File: src/rtl/pwm_generator.sv
// Fixed-frequency PWM with duty adjustable in steps by two edge-detected request inputs.
// Duty changes are deferred to the next period boundary so no period mixes two duty values.
module pwm_generator #(
  parameter int PERIOD    = 10,
  parameter int DUTY_INIT = 5,
  parameter int DUTY_STEP = 1,
  parameter int DUTY_MIN  = 1,
  parameter int DUTY_MAX  = 9
) (
  input  logic clk,
  input  logic rst,
  input  logic increase_duty,
  input  logic decrease_duty,
  output logic pwm_out
);

  localparam int W = $clog2(PERIOD + 1);

  localparam logic [W-1:0] CNT_LAST   = W'(PERIOD - 1);
  localparam logic [W-1:0] INIT_VAL   = W'(DUTY_INIT);
  localparam logic [W-1:0] MIN_VAL    = W'(DUTY_MIN);
  localparam logic [W-1:0] MAX_VAL    = W'(DUTY_MAX);
  localparam logic [W-1:0] STEP_VAL   = W'(DUTY_STEP);
  localparam logic [W:0]   MAX_EXT    = (W+1)'(DUTY_MAX);
  localparam logic [W:0]   DEC_FLOOR  = (W+1)'(DUTY_MIN + DUTY_STEP);

  logic [1:0]   inc_sync;
  logic [1:0]   dec_sync;
  logic         inc_prev;
  logic         dec_prev;
  logic         inc_req;
  logic         dec_req;
  logic [W-1:0] cnt;
  logic [W-1:0] duty;
  logic [W-1:0] duty_act;
  logic [W-1:0] duty_next;
  logic [W:0]   duty_up;

  assign inc_req = inc_sync[1] & ~inc_prev;
  assign dec_req = dec_sync[1] & ~dec_prev;

  // Saturating step; the extra top bit keeps the sum from wrapping before the limit test.
  always_comb begin
    duty_next = duty;
    duty_up   = {1'b0, duty} + {1'b0, STEP_VAL};
    if (inc_req && !dec_req) begin
      duty_next = (duty_up > MAX_EXT) ? MAX_VAL : duty_up[W-1:0];
    end else if (dec_req && !inc_req) begin
      duty_next = ({1'b0, duty} < DEC_FLOOR) ? MIN_VAL : (duty - STEP_VAL);
    end
  end

  always_ff @(posedge clk or posedge rst) begin
    if (rst) begin
      inc_sync <= 2'b00;
      dec_sync <= 2'b00;
      inc_prev <= 1'b0;
      dec_prev <= 1'b0;
      duty     <= INIT_VAL;
    end else begin
      inc_sync <= {inc_sync[0], increase_duty};
      dec_sync <= {dec_sync[0], decrease_duty};
      inc_prev <= inc_sync[1];
      dec_prev <= dec_sync[1];
      duty     <= duty_next;
    end
  end

  always_ff @(posedge clk or posedge rst) begin
    if (rst) begin
      cnt      <= '0;
      duty_act <= INIT_VAL;
      pwm_out  <= 1'b0;
    end else begin
      pwm_out <= (cnt < duty_act);
      if (cnt == CNT_LAST) begin
        cnt      <= '0;
        duty_act <= duty;
      end else begin
        cnt <= cnt + 1'b1;
      end
    end
  end

endmodule

File: config.mk
export PLATFORM = sky130hd
export DESIGN_NAME = pwm_generator
export DESIGN_NICKNAME = d
export VERILOG_FILES = /design/src/rtl/pwm_generator.sv
export SDC_FILE = /design/constraint.sdc
export NUM_CORES = 1
export LEC_CHECK = 0
export CORE_AREA = 10 10 86 51
export CTS_BUF_LIST = sky130_fd_sc_hd__clkbuf_16
export CTS_CLUSTER_DIAMETER = 120
export CTS_CLUSTER_SIZE = 20
export DETAILED_ROUTE_END_ITERATION = 8
export DIE_AREA = 0 0 96 61
export PLACE_DENSITY = 0.48
export SETUP_SLACK_MARGIN = 0.1
export SLEW_MARGIN = 0
export SYNTH_ARGS = -nofsm -noshare
export SYNTH_HDL_FRONTEND = slang
export SYNTH_SLANG_ARGS = --single-unit
File: constraint.sdc
create_clock -name clk -period 5.4 [get_ports clk]
set_input_delay 1.08 -clock clk [delete_from_list [all_inputs] [get_ports clk]]
set_output_delay 1.08 -clock clk [all_outputs]
set_load 0.005 [all_outputs]
Word-level counts from Yosys, hierarchy flattened
Index checks and enable logic that the tools add are counted.

Register bits: 19. Output and inout bits: 1. Input port bits: 4. Word-level logic and storage cells: 29.

Bitwise gates (word level): 4. Eq/ne operators: 1. Mux-type cells: 5. Reduce and logical (&&, ||, !) cells: 5. $lt $le $gt $ge: 3. Add/subtract/negate cells: 3.

Operators by type and width (number): two-way mux 4 bit (5); adder 4 x 1 -> 5 bit, second input constant (1); greater-than comparator 5 x 4 -> 1 bit, second input constant (1); adder 4 x 1 -> 4 bit, second input constant (1); == test 4 bit, second input constant (1); < comparator 4 x 2 -> 1 bit, second input constant (1); < comparator 4 bit (1); subtractor 4 x 1 -> 4 bit, second input constant (1); bitwise AND 1 bit (2); logical AND 1 bit (2); logical NOT 1 bit (2); inverter 1 bit (2); nonzero test 2 bit (1).

Logic depth before layout (Yosys ltp)
Word-level depth: 6. Depth in mapped cells: 7. Mapped depth without buffers: 6.

Worst setup path after synthesis
OpenSTA, ideal clock, no wires.

Kind: reg-to-reg. Start: register duty[0]. End: register duty[0]. Path buffers: 0. Data required time: 5307 ps. Setup time: 93 ps. Clock period less this slack: 1760 ps. Setup slack: 3640 ps. Data arrival time: 1667 ps. Stages on the path, launching flop included: 7. Cell sequence: dfstp_2 -> inv_1 -> ha_1 -> and2b_1 -> o22ai_1 -> a2111oi_1 -> a211oi_1.

Word-level cells in the longest chain between the ends: 4. Elaborated cells between the ends (all ways): 8. Classes of those cells: add/sub: 2; order compare: 2; mux: 4.

RTL lines: from (decl) (RTL line 34) `logic [W-1:0] duty;`; from (signal assigned) (RTL line 65) `duty <= duty_next;`; adder 4 x 1 -> 5 bit, or another cell as far along (RTL line 45) `duty_up = {1'b0, duty} + {1'b0, STEP_VAL};`; greater-than comparator 5 x 4 -> 1 bit / two-way mux 4 bit (equally long branches) (RTL line 47, 49); two-way mux 4 bit (on tied branches) (RTL line 47, 48); two-way mux 4 bit (*) (RTL line 46) `if (inc_req && !dec_req) begin`.

Every way passes the cells marked *; elsewhere a longest branch is shown, timed or not. The select of a mux whose other input is x is not followed. A chain may end at the register's enable or synchronous reset.

Worst setup path in the final report
Start: register pwm_out. End: output port pwm_out.

RTL lines: from (decl) (RTL line 14) `output logic pwm_out`; from (signal assigned) (RTL line 75) `pwm_out <= (cnt < duty_act);`.

No word-level cell between the ends.

==> summary.txt <==
Layout
  • Area Growth Syn to Fin: 13.94%
  • Fin cells: roughly 140
  • Most frequent cells in the layout: dfrtp_1, inv_1, ha_1, nand2_1, nor2_1
  • Antenna Cells: 0
  • Layout cells sized above 1: 0.09184
  • Most common cell after layout, fill and taps aside: dfrtp_1
  • Final Net Count: 110

Clock tree
  • Clock Sinks: 19
  • Post-cts hold buffer count: 0
  • Clock latency on the worst-skew pair: about 0.24 ns
  • Post-CTS Setup Bufs: 0
  • # resized after CTS: 0
  • CTS tree: done
  • Clk slew on worst S/H paths: roughly 0.05 ns
  • H-tree depth: 1
  • Clk buf depth: 2
  • Total CTS buffers: 3
  • Root Driver: clkbuf_16

Power and ir drop
  • Leak: ~0.49 nW
  • Pwr per Cell Area: 407.1 nW/µm²
  • Power, Total: 0.4538 mW
  • Worst vdd ir: roughly 0.0002 V

STA
  • Finish-stage setup viols: 0
  • Slew margin rel.: 0.5300
  • Layout Skew: approximately 0.0021 ns
  • Min Tclk post-route: 2.139 ns
  • Hold slack: 0.3480 ns
  • Fin worst setup slack: approximately 3.3 ns
  • RSZ-0062 raised after global routing: false
  • Final setup TNS: 0 ns
  • Fin. max-slew vios: 0
  • Period utilisation layout: 0.3961
  • Worst slew pin tran: 0.7043 ns
  • Final Hold Viols: 0
  • Highest clock rate: about 470 MHz

Route
  • Vias per inst: 4.797
  • Routed Antenna Nets: 0
  • DRC errors left: 0
  • Routed wire length: roughly 1700 µm
  • DRT iter0 DRCs: 55
  • DR vias: around 660
  • Wire per inst: roughly 12 µm
  • First drt pass iteration count: 4

Setup path
  • Stages on worst setup path: 1
  • Critical path endpoint category: output pin
  • Required @ worst endpoint: 4.32 ns
  • Delay-heaviest family, CP: buffers and inverters
  • CP Class: flip-flop to output pin
  • FF-to-FF End: duty[1]
  • Worst path slowest cell: clkdlybuf4s50_1
  • Crit path DAT: between 1 and 1.5 ns
  • R2R Setup Slk: around 3.5 ns
  • Buf/Inv on CP: 1
  • Startpoint types: flip-flop
  • Critical path fanouts, max: 1
  • RR Startpoint: duty[0]
  • Critical path startpoint: pwm_out
  • Crit path to: pwm_out
  • Max incr delay on CP: 0.50 ns
  • CP cell instances: clkdlybuf4s50_1
  • FF-to-FF path depth: 6

Logic synthesis
  • Avg Cell Area, Syn: around 10 µm²
  • Yosys Warn Count: 0
  • Post-synthesis sequential area ratio: 0.4910
  • Unique masters post-synth: 37
  • Top cell type's share of synthesized area: 0.3836
  • Synth top area cells: dfrtp_1, dfstp_2, ha_1, inv_1, a21o_1
  • Synth Register Bits: 19
  • Cell area after synthesis: ~980 µm²
  • Mapped Cells: 95
  • Synth Net Count: roughly 110
  • Yosys top cell by area: dfrtp_1

Die
  • Die area: 5856 µm²
  • Initial core utilization: 0.3406
  • Die width: ~96 µm
  • Chip height: between 60 and 70 µm
  • FP Rows: 14
  • I/O Pins: 5
  • Core Footprint: ~2900 µm²

Outcome
  • Outcome: finished clean

GRT
  • Largest net degree at the start of global routing: 20
  • Global-route wire length before repair: slightly above 3000 µm
  • Total gr overflow: 0
  • Tot GR Track Use: 0.06636
  • Initial antenna violation count: 0
  • Vias in the first global route: roughly 660

Run
  • Max cap viols: 0

Placement
  • Placed Cells: ~130
  • Pre-CTS WS: ~3.4 ns
  • GPL Wtd Cong: about 0.73
  • IO buf count: 4
  • Post-DP HPWL: between 1000 and 1500 µm

Worst hold path
  • Hold crit path type: flip-flop to flip-flop
sequential cells by signal, summed over array words and instances, names as in the netlist:
| name | cells |
|---|---|
| pwm_out | 1 |
| duty_act | 4 |
| dec_sync | 2 |
| dec_prev | 1 |
| inc_sync | 2 |
| duty | 4 |
| cnt | 4 |
| inc_prev | 1 |
layer usage:
metal  GRT usage  vias up  routed length, µm
met5           0        -                  0
met4    0.002088        0                  0
met3     0.03571        0                112
met2     0.09438       17                662
met1     0.09034      309                911
li1            -      336                  -
where the power goes:
part	internal (mW)	leakage, nW	switching [mW]
Combinational	0.0535	0.221	0.0608
Clock	0.0982	0.0423	0.0471
Sequential	0.168	0.227	0.0259
Total	0.320	0.490	0.134
Yosys cell counts:
cell type  count
and2b_1        1
nor2_1         5
a21o_1         3
a31oi_1        1
nor4_1         2
ha_1           7
a211oi_1       1
buf_2          2
buf_6          1
o21a_1         1
nand4_1        2
dfstp_2        4
dfrtp_1       15
a21oi_1        4
nand2b_1       3
nand3_1        3
o21ai_1        4
and2_1         1
o21ai_0        3
a2bb2oi_1      1
xnor2_1        2
a32o_1         1
mux2_1         1
a211o_1        1
inv_2          1
nor3_4         1
nand2_1        5
or2_1          1
a22o_1         1
buf_4          1
nor2b_1        1
nor3_1         1
a2111oi_1      1
mux2i_1        1
clkbuf_1       1
inv_1          9
o22ai_1        2
logic make-up after synthesis:
kind of cell | share of synthesized area
AO/OA/AOI/OAI | 0.1611
XOR/XNOR | 0.01791
adder cells (fa/ha/maj) | 0.08951
buffers and inverters | 0.07160
flip-flops | 0.4910
multiplexers | 0.02174
AND/OR/NAND/NOR | 0.1471
stage by stage:
stage / area, µm² / util
CTS: 1115 / 0.3881
finish: 1115 / 0.3881
floorplan: 978.4 / -
detailed placement: 1036 / 0.3606
global route: 1115 / 0.3881
global placement: 1036 / 0.3606
cell type report:
type / count / area [µm²]
sequential: 19 / 480.5
inverter: 10 / 37.54
fill: 286 / 1758
multi-input combinational: 61 / 427.9
tap: 40 / 50.05
clock inverter: 1 / 3.754
clock buffer: 3 / 75.07
timing repair buffer: 4 / 40.04
worst min path at each step:
stage                      startpoint          end  slack, ns  cells after the start
after floorplan           dec_sync[0]  dec_sync[1]       0.33                      0
after global placement    inc_sync[0]  inc_sync[1]       0.34                      0
after detailed placement  dec_sync[0]  dec_sync[1]       0.34                      0
after CTS                 dec_sync[0]  dec_sync[1]       0.35                      0
after global routing      inc_sync[0]  inc_sync[1]       0.36                      0
final                     inc_sync[0]  inc_sync[1]       0.35                      0
Power figures use the tool's default switching activity.
==> edit: new RTL, same flow settings <==
The parameter `PERIOD` goes from 10 to 5.
--- a/src/rtl/pwm_generator.sv
+++ b/src/rtl/pwm_generator.sv
@@ -3,3 +3,3 @@
 module pwm_generator #(
-  parameter int PERIOD    = 10,
+  parameter int PERIOD    = 5,
   parameter int DUTY_INIT = 5,
Function: changed (a bounded check fails within 10 cycles, from zero or initial values and one cycle with rst high).
==> edit against the original RTL <==
- synthesized cell count fell by 28%
- design area decreased by 17%
- area after synthesis is 22% lower
- wire length fell by 34%
- sequential cell count down 3
- via count shrank 27%
- final cell count is 17% lower
- register-to-register slack better by 420 ps
- worst setup slack gained 16 ps
- total power shrank 6.7%
==> edit: results (changes against the original RTL) <==
* 595 ps — Least-Margin Pin Slew, was 704 ps
* 0 ps — sum of negative setup slack, unchanged
* 0 — hold depth, unchanged
* 0.167 mV — Worst VDD drop, was 0.200 mV
* dfrtp_1 — Primary FF master, synth, unchanged
* 851 um^2 — cell area reported after detailed placement, was 1040 um^2
* 3880 ps — reg-to-reg setup timing slack, was 3460 ps
* 21 — distinct cell type count of the synthesized netlist, was 37
* 115 — number of standard cells in the layout, taps in and fillers out, was 138
* 81 — number of nets produced by synthesis, was 106
* 4.09 ps — Clock Skew, was 2.13 ps
* 2010 um — first-pass GRT wire length, was 3090 um
* 0.426 nW — leakage power summed over all cells, was 0.490 nW
* 17 — pin count of the biggest net entering global routing, was 20
* 4 — count of buffers inserted at the top-level ports, unchanged
* 3490 ps — post-place setup slack, was 3380 ps
* duty[1] — endpoint of the worst-slack reg-to-reg timing path, unchanged
* 4.19 — post-detailed-route via-to-cell ratio, was 4.80
* 1110 um — wire length after detailed routing, was 1690 um
* 1040 ps — data arrival time of the critical path, was 1060 ps
* duty[0] — Worst R2R Start, unchanged
* 0.107 — fraction of final layout cells sized beyond drive strength 1, was 0.0918
* 0 — initial antenna violation count, unchanged
* 240 ps — source-to-sink clock delay at the later pin of the worst-skew pair, about the same
* 0.529 — sequential element share of the synthesized area, was 0.491
* 0 — Warnings, synthesis, unchanged
* finished clean — outcome, unchanged
* dfrtp_1, ha_1, inv_1, nand2_1 — cell types with the highest counts after synthesis, was dfrtp_1, inv_1, ha_1
* 5 — cells on worst reg2reg path, was 6
* 858 um — final HPWL from detailed placement, was 1250 um
* inc_sync[1] — Hold Path Sink, unchanged
* 111 — number of placed instances with taps included, was 134
* 0 — diodes inserted, unchanged
* cnt x3, duty x3, duty_act x3 — Regs by FF count, was cnt x4, duty x4, duty_act x4
* 0.0450 — Total GRT Usage, was 0.0664
* 0.690 — placer congestion estimate, was 0.735
* 89 — net count of the finished layout, was 110
* 3 — cts bufs inserted, unchanged
* 0 — Post-CTS Setup Inserts, unchanged
* dfrtp_1, ha_1, dfstp_2, inv_1, nand2_1 — biggest area contributors in the synthesized netlist, was dfrtp_1, dfstp_2, ha_1, inv_1, a21o_1
* 436 — via count of the first global-routing pass, was 662
* 11.3 um^2 — average cell area after synthesis, was 10.3 um^2
* 348 ps — final hold slack, about the same
* 19 — initial drt markers, was 55
* 50 ps — Worst-path clk slew, about the same
## edit: changes by cell type after synthesis, sizes merged, moves of 3 or more
cell / change
buf: -4
dfrtp: -3
inv: -3
nand3: -3
nor2: -4
o21ai: -3
## edit: logic make-up (layout without fill, tap and decap cells)
| group | Yosys count | after routing | share of synthesized area |
|---|---|---|---|
| simple gates | 20 | 20 | 0.137 |
| flops | 16 | 16 | 0.529 |
| compound gates | 12 | 12 | 0.105 |
| fa+ha+maj | 9 | 9 | 0.147 |
| buf+inv | 8 | 15 | 0.0408 |
| mux | 3 | 3 | 0.0408 |
## edit: layer usage
layer,share of wire,track usage,up-vias,wire (um)
met2,0.33,0.0553,7,372
li1,-,-,246,-
met4,0.0036,0.00626,0,4
met3,0.071,0.0394,2,79
met5,0,0,-,0
met1,0.59,0.0572,227,658
## edit: power breakdown
| group | total [mW] | leakage (nW) | switching (mW) | internal (mW) |
|---|---|---|---|---|
| clock | 0.140 | 0.0423 | 0.0422 | 0.0978 |
| combinational | 0.0968 | 0.198 | 0.0450 | 0.0518 |
| sequential | 0.186 | 0.186 | 0.0284 | 0.158 |
## edit: worst max path at each step
stage / cells past startpoint / slack [ps] / endpoint
3_5_place_dp: 2 / 3490 / pwm_out
4_1_cts: 1 / 3260 / pwm_out
6_report: 1 / 3280 / pwm_out
2_1_floorplan: 0 / 3970 / pwm_out
5_1_grt: 1 / 3250 / pwm_out
3_3_place_gp: 2 / 3520 / pwm_out
## edit: cell type report
class | count | area, um^2
Sequential cell | 16 | 405
Timing Repair Buffer | 4 | 40.0
Multi-Input combinational cell | 44 | 329
Clock buffer | 3 | 75.1
Inverter | 7 | 26.3
Tap cell | 40 | 50.0
Clock inverter | 1 | 3.75
Fill cell | 293 | 1940
